File: src/rtl/joseproc_jose_proc_oci_dct_packer.sv
// joseproc_jose_proc_oci_dct_packer
//
// Purpose:
//   Collects 2-bit direct-control-transfer (DCT) codes from the CPU retire
//   path and packs them into 30-bit frames of up to 15 codes (newest code in
//   bits [1:0]). Frames leave under a valid/ready handshake. The block also
//   sequences end-of-test: end_req flushes any partial frame, and
//   test_has_ended rises once every frame has been delivered.
//
// Ports:
//   clk            in   1   single clock, rising-edge
//   reset          in   1   asynchronous, active-high reset
//   trace_en       in   1   1 = accept DCT events, 0 = ignore dct_valid
//   dct_valid      in   1   DCT event strobe
//   dct_code       in   2   00 no-op, 01 sequential, 10 direct taken, 11 indirect
//   end_req        in   1   single-cycle request to end the test
//   frame_ready    in   1   downstream accepts the frame this cycle
//   frame_valid    out  1   dct_buffer/dct_count hold a frame
//   dct_buffer     out  30  packed codes, unused upper bits 0
//   dct_count      out  4   number of codes in the frame (1..15)
//   test_ending    out  1   flush in progress or done (sticky)
//   test_has_ended out  1   all frames delivered after end_req (sticky)
//   overflow       out  1   sticky: an event was dropped
//   ovf_count      out  8   dropped-event count
//
// Configuration macro:
//   JOSEPROC_DCT_OVF_COUNT_EN - when defined, ovf_count counts dropped events
//   (saturating at 255); otherwise ovf_count is tied to zero.

module joseproc_jose_proc_oci_dct_packer (
  input  logic        clk,
  input  logic        reset,
  input  logic        trace_en,
  input  logic        dct_valid,
  input  logic [1:0]  dct_code,
  input  logic        end_req,
  input  logic        frame_ready,
  output logic        frame_valid,
  output logic [29:0] dct_buffer,
  output logic [3:0]  dct_count,
  output logic        test_ending,
  output logic        test_has_ended,
  output logic        overflow,
  output logic [7:0]  ovf_count
);

  typedef enum logic [1:0] {
    COLLECT = 2'd0,
    FLUSH   = 2'd1,
    ENDED   = 2'd2
  } state_t;

  state_t      state;
  state_t      state_next;

  logic [29:0] acc;
  logic [3:0]  acc_cnt;
  logic        pend;

  logic [29:0] ins_acc;
  logic [3:0]  ins_cnt;
  logic        ins_pend;
  logic        accept;
  logic        full;
  logic        slot_free;
  logic        xfer;
  logic        restart;
  logic        drop;

  // Accumulator view after this cycle's event is inserted. The transfer
  // decision looks at this post-insert view so a closing event can leave in
  // its own cycle. An event arriving on a full accumulator is never inserted:
  // it either restarts the accumulator behind a transfer or is dropped.
  always_comb begin
    accept    = (state == COLLECT) && trace_en && dct_valid && (dct_code != 2'b00);
    full      = (acc_cnt == 4'd15);
    slot_free = !frame_valid || frame_ready;
    ins_acc   = acc;
    ins_cnt   = acc_cnt;
    ins_pend  = pend;
    if (accept && !full) begin
      ins_acc  = {acc[27:0], dct_code};
      ins_cnt  = acc_cnt + 4'd1;
      ins_pend = pend || (ins_cnt == 4'd15) || (dct_code == 2'b11);
    end
    xfer    = (ins_pend || ((state == FLUSH) && (ins_cnt != 4'd0))) && slot_free;
    restart = accept && full && xfer;
    drop    = accept && full && !xfer;
  end

  // Next-state logic: FLUSH ends only once the accumulator is empty and the
  // output slot has been taken by downstream. ENDED is terminal.
  always_comb begin
    state_next = state;
    case (state)
      COLLECT: if (end_req) state_next = FLUSH;
      FLUSH:   if ((acc_cnt == 4'd0) && !frame_valid) state_next = ENDED;
      ENDED:   state_next = ENDED;
      default: state_next = COLLECT;
    endcase
  end

  always_ff @(posedge clk or posedge reset) begin
    if (reset) state <= COLLECT;
    else       state <= state_next;
  end

  // Accumulator and output frame register.
  always_ff @(posedge clk or posedge reset) begin
    if (reset) begin
      acc         <= 30'd0;
      acc_cnt     <= 4'd0;
      pend        <= 1'b0;
      frame_valid <= 1'b0;
      dct_buffer  <= 30'd0;
      dct_count   <= 4'd0;
    end else begin
      if (xfer) begin
        dct_buffer  <= ins_acc;
        dct_count   <= ins_cnt;
        frame_valid <= 1'b1;
        if (restart) begin
          acc     <= {28'd0, dct_code};
          acc_cnt <= 4'd1;
          pend    <= (dct_code == 2'b11);
        end else begin
          acc     <= 30'd0;
          acc_cnt <= 4'd0;
          pend    <= 1'b0;
        end
      end else begin
        acc     <= ins_acc;
        acc_cnt <= ins_cnt;
        pend    <= ins_pend;
        if (frame_ready) frame_valid <= 1'b0;
      end
    end
  end

  // Sticky status flags.
  always_ff @(posedge clk or posedge reset) begin
    if (reset) begin
      test_ending    <= 1'b0;
      test_has_ended <= 1'b0;
      overflow       <= 1'b0;
    end else begin
      if ((state == COLLECT) && end_req)             test_ending    <= 1'b1;
      if ((state == FLUSH) && (state_next == ENDED)) test_has_ended <= 1'b1;
      if (drop)                                      overflow       <= 1'b1;
    end
  end

`ifdef JOSEPROC_DCT_OVF_COUNT_EN
  // Dropped-event counter, saturating so it never wraps back to a small value.
  always_ff @(posedge clk or posedge reset) begin
    if (reset) begin
      ovf_count <= 8'd0;
    end else if (drop && (ovf_count != 8'hFF)) begin
      ovf_count <= ovf_count + 8'd1;
    end
  end
`else
  assign ovf_count = 8'd0;
`endif

endmodule
File: config.mk
export PLATFORM = sky130hd
export DESIGN_NAME = joseproc_jose_proc_oci_dct_packer
export DESIGN_NICKNAME = d
export VERILOG_FILES = /design/src/rtl/joseproc_jose_proc_oci_dct_packer.sv
export SDC_FILE = /design/constraint.sdc
export NUM_CORES = 1
export LEC_CHECK = 0
export ABC_AREA = 1
export CAP_MARGIN = 0
export CORE_MARGIN = 2
export CORE_UTILIZATION = 48
export CTS_CLUSTER_SIZE = 10
export DETAILED_ROUTE_END_ITERATION = 10
export PLACE_DENSITY_LB_ADDON = 0.12
export SLEW_MARGIN = 10
export SYNTH_ARGS = -nofsm -noshare
export SYNTH_HDL_FRONTEND = slang
export SYNTH_SLANG_ARGS = --single-unit
File: constraint.sdc
create_clock -name clk -period 2.21 [get_ports clk]
set_input_delay 0.442 -clock clk [delete_from_list [all_inputs] [get_ports clk]]
set_output_delay 0.442 -clock clk [all_outputs]
set_load 0.03 [all_outputs]
; ---- After elaboration in Yosys (flattened, before gate mapping)
; Index checks and enable logic that the tools add are counted.
[totals]
output_inout_bits = 46
in_bits = 8
reg_bits = 75
word_cells = 55
[op_classes]
n_reduce_logical = 24
eq_ne = 6
n_mux = 14
add_sub_neg = 1
[op_table]
columns = operator, n
row1 = 30-bit two-way mux, 2
row2 = 1-bit logical AND, 12
row3 = 4-bit == test (second input constant), 2
row4 = 4-bit two-way mux, 2
row5 = 2-bit == test (second input constant), 3
row6 = 1-bit two-way mux, 6
row7 = 2-bit two-way mux, 3
row8 = 2-bit case mux with 3 select lines, 1
row9 = 4-bit by 1-bit adder with 4-bit output (second input constant), 1
row10 = 4-bit logical NOT, 1
row11 = 1-bit logical OR, 4
row12 = 2-bit nonzero test, 2
row13 = 4-bit nonzero test, 1
row14 = 1-bit logical NOT, 3
row15 = 2-bit by 1-bit == test with 1-bit output (second input constant), 1
row16 = 2-bit logical NOT, 1

; ---- Depth between registers and ports, before layout
[depth]
ltp_word = 13
depth_mapped = 16

; ---- Least setup slack after synthesis
; Ideal clock, no wire load.
[synth_path]
path_type = flip-flop to flip-flop
start = reg acc_cnt[1]
end = reg dct_buffer[0]
path_slack_ns = 0.313
path_stages_with_launch = 16
arrival_time_ns = 1.780
required_ns = 2.092
setup_time_ns = 0.118
cell_sequence = dfrtp_1 ha_1 nand3_2 inv_1 nor2_1 nand2_1 nand2_1 nor2_1 nand2_1 nand2_1 nand2_2 nand2_1 buf_4 buf_6 nand2_1 nand2_1
[synth_between]
elab_chain_len = 8
[synth_rtl]
columns = element, line
row1 = from (decl), 57  ; logic [3:0] acc_cnt;
row2 = from (signal assigned), 133  ; acc_cnt <= ins_cnt;
row3 = "parallel branches: the longest is 8 deep, another holds 4-bit by 1-bit adder with 4-bit output", n/a
row4 = to (signal assigned), 119  ; dct_buffer <= ins_acc;
row5 = to (decl), 39  ; output logic [29:0] dct_buffer,
; Parallel ways; which one is timed is not known.
; A chain may end at the register's enable or synchronous reset.

; ---- Worst setup path in the final report
[layout_path]
start = in dct_code[1]
end = reg acc[0]
[layout_between]
elab_chain_len = 11
[layout_rtl]
columns = element, line
row1 = from (decl), 35  ; input logic [1:0] dct_code,
row2 = 2-bit nonzero test, 75  ; accept = (state == COLLECT) && trace_en && dct_valid && (dct_code != 2'b00);
row3 = 1-bit logical AND, 75
row4 = 1-bit logical AND, 81  ; if (accept && !full) begin
row5 = 4-bit two-way mux, 81
row6 = 4-bit nonzero test, 86  ; xfer = (ins_pend || ((state == FLUSH) && (ins_cnt != 4'd0))) && slot_free;
row7 = 1-bit logical AND, 86
row8 = 1-bit logical OR, 86
row9 = 1-bit logical AND, 86
row10 = 1-bit logical AND, 87  ; restart = accept && full && xfer;
row11 = 2-bit two-way mux, 122  ; if (restart) begin
row12 = 30-bit two-way mux (*), 118  ; if (xfer) begin
row13 = to (signal assigned), 123  ; acc <= {28'd0, dct_code};
row14 = to (signal assigned), 132  ; acc <= ins_acc;
row15 = to (decl), 56  ; logic [29:0] acc;
; Mark *: on every way between the ends. The rest lies on a longest branch, timed or not.

==> results.rst <==
.. list-table::
   :header-rows: 1

   * - Metric
     - Value
   * - Largest delay contributor family on the critical path
     - simple AND/OR/NAND/NOR gates
   * - Critical path's slowest cell
     - sky130_fd_sc_hd__clkdlybuf4s50_1
   * - Placeable core region
     - 6832 µm²
   * - Clock tree from TritonCTS
     - done
   * - Detailed-placement wirelength estimate
     - 4639 µm
   * - Routed Wire Length
     - 6918 µm
   * - Die extent in x
     - 88.31 µm
   * - Aggregate global routing overflow
     - 0
   * - Floorplan die height
     - 88.31 µm
   * - WL/cell
     - 13.10 µm
   * - Routing usage on met2
     - 0.3144
   * - Number of global-route vias before repair
     - 2528
   * - GRT Util Overall
     - 0.1937
   * - Final hold violation count
     - 0
   * - Power density cells
     - 615.6 nW/µm²
   * - Proportion of power drawn by the clock network
     - 0.445
   * - Flip-flop cell with the highest count after synthesis
     - sky130_fd_sc_hd__dfrtp_1
   * - Combined area of all synthesized cells
     - 3412 µm²
   * - Crit path buffers/inverters
     - 3
   * - Synth cell types
     - 25
   * - FMAX
     - 498.5 MHz
   * - Cts hold-fix bufs
     - 0
   * - Mean instance size in the synthesized netlist
     - 9.099 µm²
   * - Post-CTS setup repair buffer count
     - 0
   * - CP Launch Type
     - primary input
   * - # DRC
     - 0
   * - Clock slew at reported path FFs
     - 0.08 ns
   * - Clock Sink Count
     - 75
   * - R2r startpoint
     - acc_cnt[0]$_DFF_PP0_
   * - Async S/R FF share, synth
     - 1.000
   * - Via/cell ratio
     - 4.966
   * - Final max-slew violation count
     - 0
   * - Htree depth
     - 3
   * - Post-layout worst setup margin
     - 0.2039 ns
   * - Fin crit share
     - 0.9077
   * - Synth cell count leaders
     - 132 x sky130_fd_sc_hd__nand2_1, 75 x sky130_fd_sc_hd__dfrtp_1, 23 x sky130_fd_sc_hd__nand3_1
   * - Starting density of the core
     - 0.4995
   * - Net Switching
     - 0.5820 mW
   * - Insertion delay to the later sink of the worst-skew pair
     - 0.35 ns
   * - Relative contribution of sequential cells to total power
     - 0.524
   * - Setup slack at placement
     - -0.1726 ns
   * - Slowest cell delay on critical path
     - 0.51 ns
   * - Total Power Consumption
     - 2.616 mW
   * - Fraction of final layout cells with drive strength greater than 1
     - 0.1042
   * - Min Tclk post-route
     - 2.006 ns
   * - Logic pwr share
     - 0.030
   * - Syn Inst Count
     - 375
   * - Largest net degree at the start of global routing
     - 52
   * - Met3 track demand over resource in global routing
     - 0.04198
   * - Cell at the root of the clock tree
     - sky130_fd_sc_hd__clkbuf_8
   * - Initial drt markers
     - 102
   * - Most repeated cell in the gate-level netlist after synthesis
     - sky130_fd_sc_hd__nand2_1
   * - Leakage dissipation
     - 2.280 nW
   * - Placed cell area
     - 4025 µm²
   * - Unrepaired setup endpoints after global routing
     - true
   * - Total of flip-flops plus latches after synthesis
     - 75
   * - Layout area overhead
     - 24.53%
   * - Top cell by count, worst path
     - sky130_fd_sc_hd__nand2_1
   * - Yosys top cell by area
     - sky130_fd_sc_hd__dfrtp_1
   * - Busiest layer in global routing
     - met2
   * - CP Data Required Time
     - 2.45 ns
   * - Clock skew
     - 0.01244 ns
   * - Setup crit start
     - dct_code[1]
   * - Int Power
     - 2.034 mW
   * - Die area
     - 7799 µm²
   * - Cell types with the largest area share after synthesis
     - sky130_fd_sc_hd__dfrtp_1 55%, sky130_fd_sc_hd__nand2_1 15%, sky130_fd_sc_hd__mux2i_1 4.4%
   * - Maximum root-to-sink buffer count
     - 2
   * - Min-Delay Path Class
     - in -> async
   * - Count of final setup violators
     - 0
   * - Cell count after placement
     - 512
   * - Cell Rows
     - 30
   * - Outcome
     - finished, final reports clean
   * - Via Count
     - 2622
   * - Total non-filler cell area in the finished layout
     - 4249 µm²
   * - Sequential fraction of the synthesis area
     - 0.5501
   * - CP Class
     - in -> reg
   * - Total negative setup slack
     - 0 ns
   * - Number of gates resized after cts
     - 0
   * - Final antenna diode count
     - 0
   * - Final antenna-violating net count
     - 0
   * - Number of buffers inserted during clock tree synthesis
     - 9
   * - Post-route insts no fill
     - 528
   * - Routability cong.
     - 0.8237
   * - Number of synthesized flops with an enable pin
     - 0
   * - Pre-Repair DR Iteration Count
     - 4
   * - First-pass GRT wire length
     - 11760 µm
   * - Count of warnings emitted by yosys
     - 0
   * - Initial antenna violation count
     - 0
   * - Max IR drop VDD
     - 0.3592 mV
   * - Fraction of power spent switching nets
     - 0.2225
   * - IO Pins
     - 54
   * - Largest fanout on the critical path
     - 13
   * - Count of port buffers added during placement
     - 45
   * - Cell chain of the critical path
     - clkdlybuf4s50_1 -> inv_2 -> nand2_1 -> nand3_1 -> nor2_2 -> nand2_1 -> nand2_1 -> nor2_1 -> nand2_1 -> nand2_1 -> nand2_2 -> nand2_1 -> buf_4 -> nand2_1 -> nand2_1
   * - Number of nets in the finished design
     - 438
   * - Global routing met1 resource utilization
     - 0.2553
   * - Kind of end point of the critical path
     - flop
   * - Top-area cell type share of the netlist area
     - 0.5501
   * - Max-cap violations
     - 0
   * - Arr. time, crit path
     - 2.25 ns
[area by class of cell]
type / instances / area, µm²
repair buffers: 65 / 641.9
flip-flops and latches: 75 / 1877
clock buffers: 10 / 127.6
well taps: 96 / 120.1
fillers: 610 / 2582
clock inverters: 6 / 90.09
inverters: 18 / 71.32
multi-input cells: 258 / 1321
[power groups by stage]
stage	Sequential [mW]	Clock, mW	Combinational, mW
after floorplan	1.40	0	0.0543
after CTS	1.37	1.19	0.0816
after detailed placement	1.40	0	0.0815
final	1.37	1.17	0.0795
after global routing	1.37	1.25	0.0904
after global placement	1.40	0	0.0812
[registers in the layout, summed over array words and instances, names as in the netlist]
name,cells
acc,30
dct_buffer,30
acc_cnt,4
dct_count,4
state,2
frame_valid,1
overflow,1
pend,1
test_ending,1
test_has_ended,1
[placed cells by master (no fill, tap or decap), types with 2 or more instances in the layout]
cell	instances
sky130_fd_sc_hd__nand2_2	2
sky130_fd_sc_hd__clkdlybuf4s50_1	45
sky130_fd_sc_hd__ha_1	3
sky130_fd_sc_hd__nand3_1	23
sky130_fd_sc_hd__o21ai_0	9
sky130_fd_sc_hd__inv_1	15
sky130_fd_sc_hd__nor2_1	5
sky130_fd_sc_hd__nand3_2	2
sky130_fd_sc_hd__inv_2	2
sky130_fd_sc_hd__bufinv_16	2
sky130_fd_sc_hd__a21boi_0	15
sky130_fd_sc_hd__mux2i_1	15
sky130_fd_sc_hd__nand4_1	6
sky130_fd_sc_hd__clkinvlp_4	2
sky130_fd_sc_hd__nand2_1	131
sky130_fd_sc_hd__dfrtp_1	75
sky130_fd_sc_hd__buf_12	3
sky130_fd_sc_hd__buf_4	16
sky130_fd_sc_hd__nand3b_1	16
sky130_fd_sc_hd__a21oi_1	17
sky130_fd_sc_hd__clkbuf_8	9
sky130_fd_sc_hd__conb_1	8
sky130_fd_sc_hd__clkinv_4	2
[kinds of logic after synthesis]
kind of cell               count (synthesis)  synth area share
adders and majority gates                  3           0.01100
DFF                                       75            0.5501
AOI/OAI and AO/OA                         42           0.07334
and+or+nand+nor                          189            0.2461
muxes                                     15           0.04400
xor gates and xnor gates                   1          0.002567
other                                      1          0.001099
buffers and inverters                     49           0.07188
[metrics by stage]
step / util / hold slack (ns)
floorplan: - / 0.4473
global placement: 0.5892 / 0.4474
detailed placement: 0.5892 / 0.4530
CTS: 0.6211 / 0.4655
global route: 0.6220 / 0.4765
finish: 0.6220 / 0.4521
[metal layers]
metal | up-vias | wire length [µm] | part of all wire
met3 | 9 | 255 | 0.037
met2 | 52 | 3303 | 0.48
li1 | 1299 | - | -
met1 | 1262 | 3246 | 0.47
met5 | - | 0 | 0
met4 | 0 | 112 | 0.016
[worst paths after layout]
path / cells after the start / end / slack [ns]
worst max-delay path: 15 / acc[0]$_DFF_PP0_ / 0.20
worst min-delay path: 2 / dct_buffer[18]$_DFFE_PP0N_ / 0.45
worst max register to register: 13 / acc[0]$_DFF_PP0_ / 0.21
worst min register to register: 2 / test_ending$_DFFE_PP0P_ / 0.47
max in group asynchronous: 3 / pend$_DFF_PP0_ / 1.25
min in group clk: 2 / test_ending$_DFFE_PP0P_ / 0.47
No activity file was read; power rests on OpenSTA's default activity.
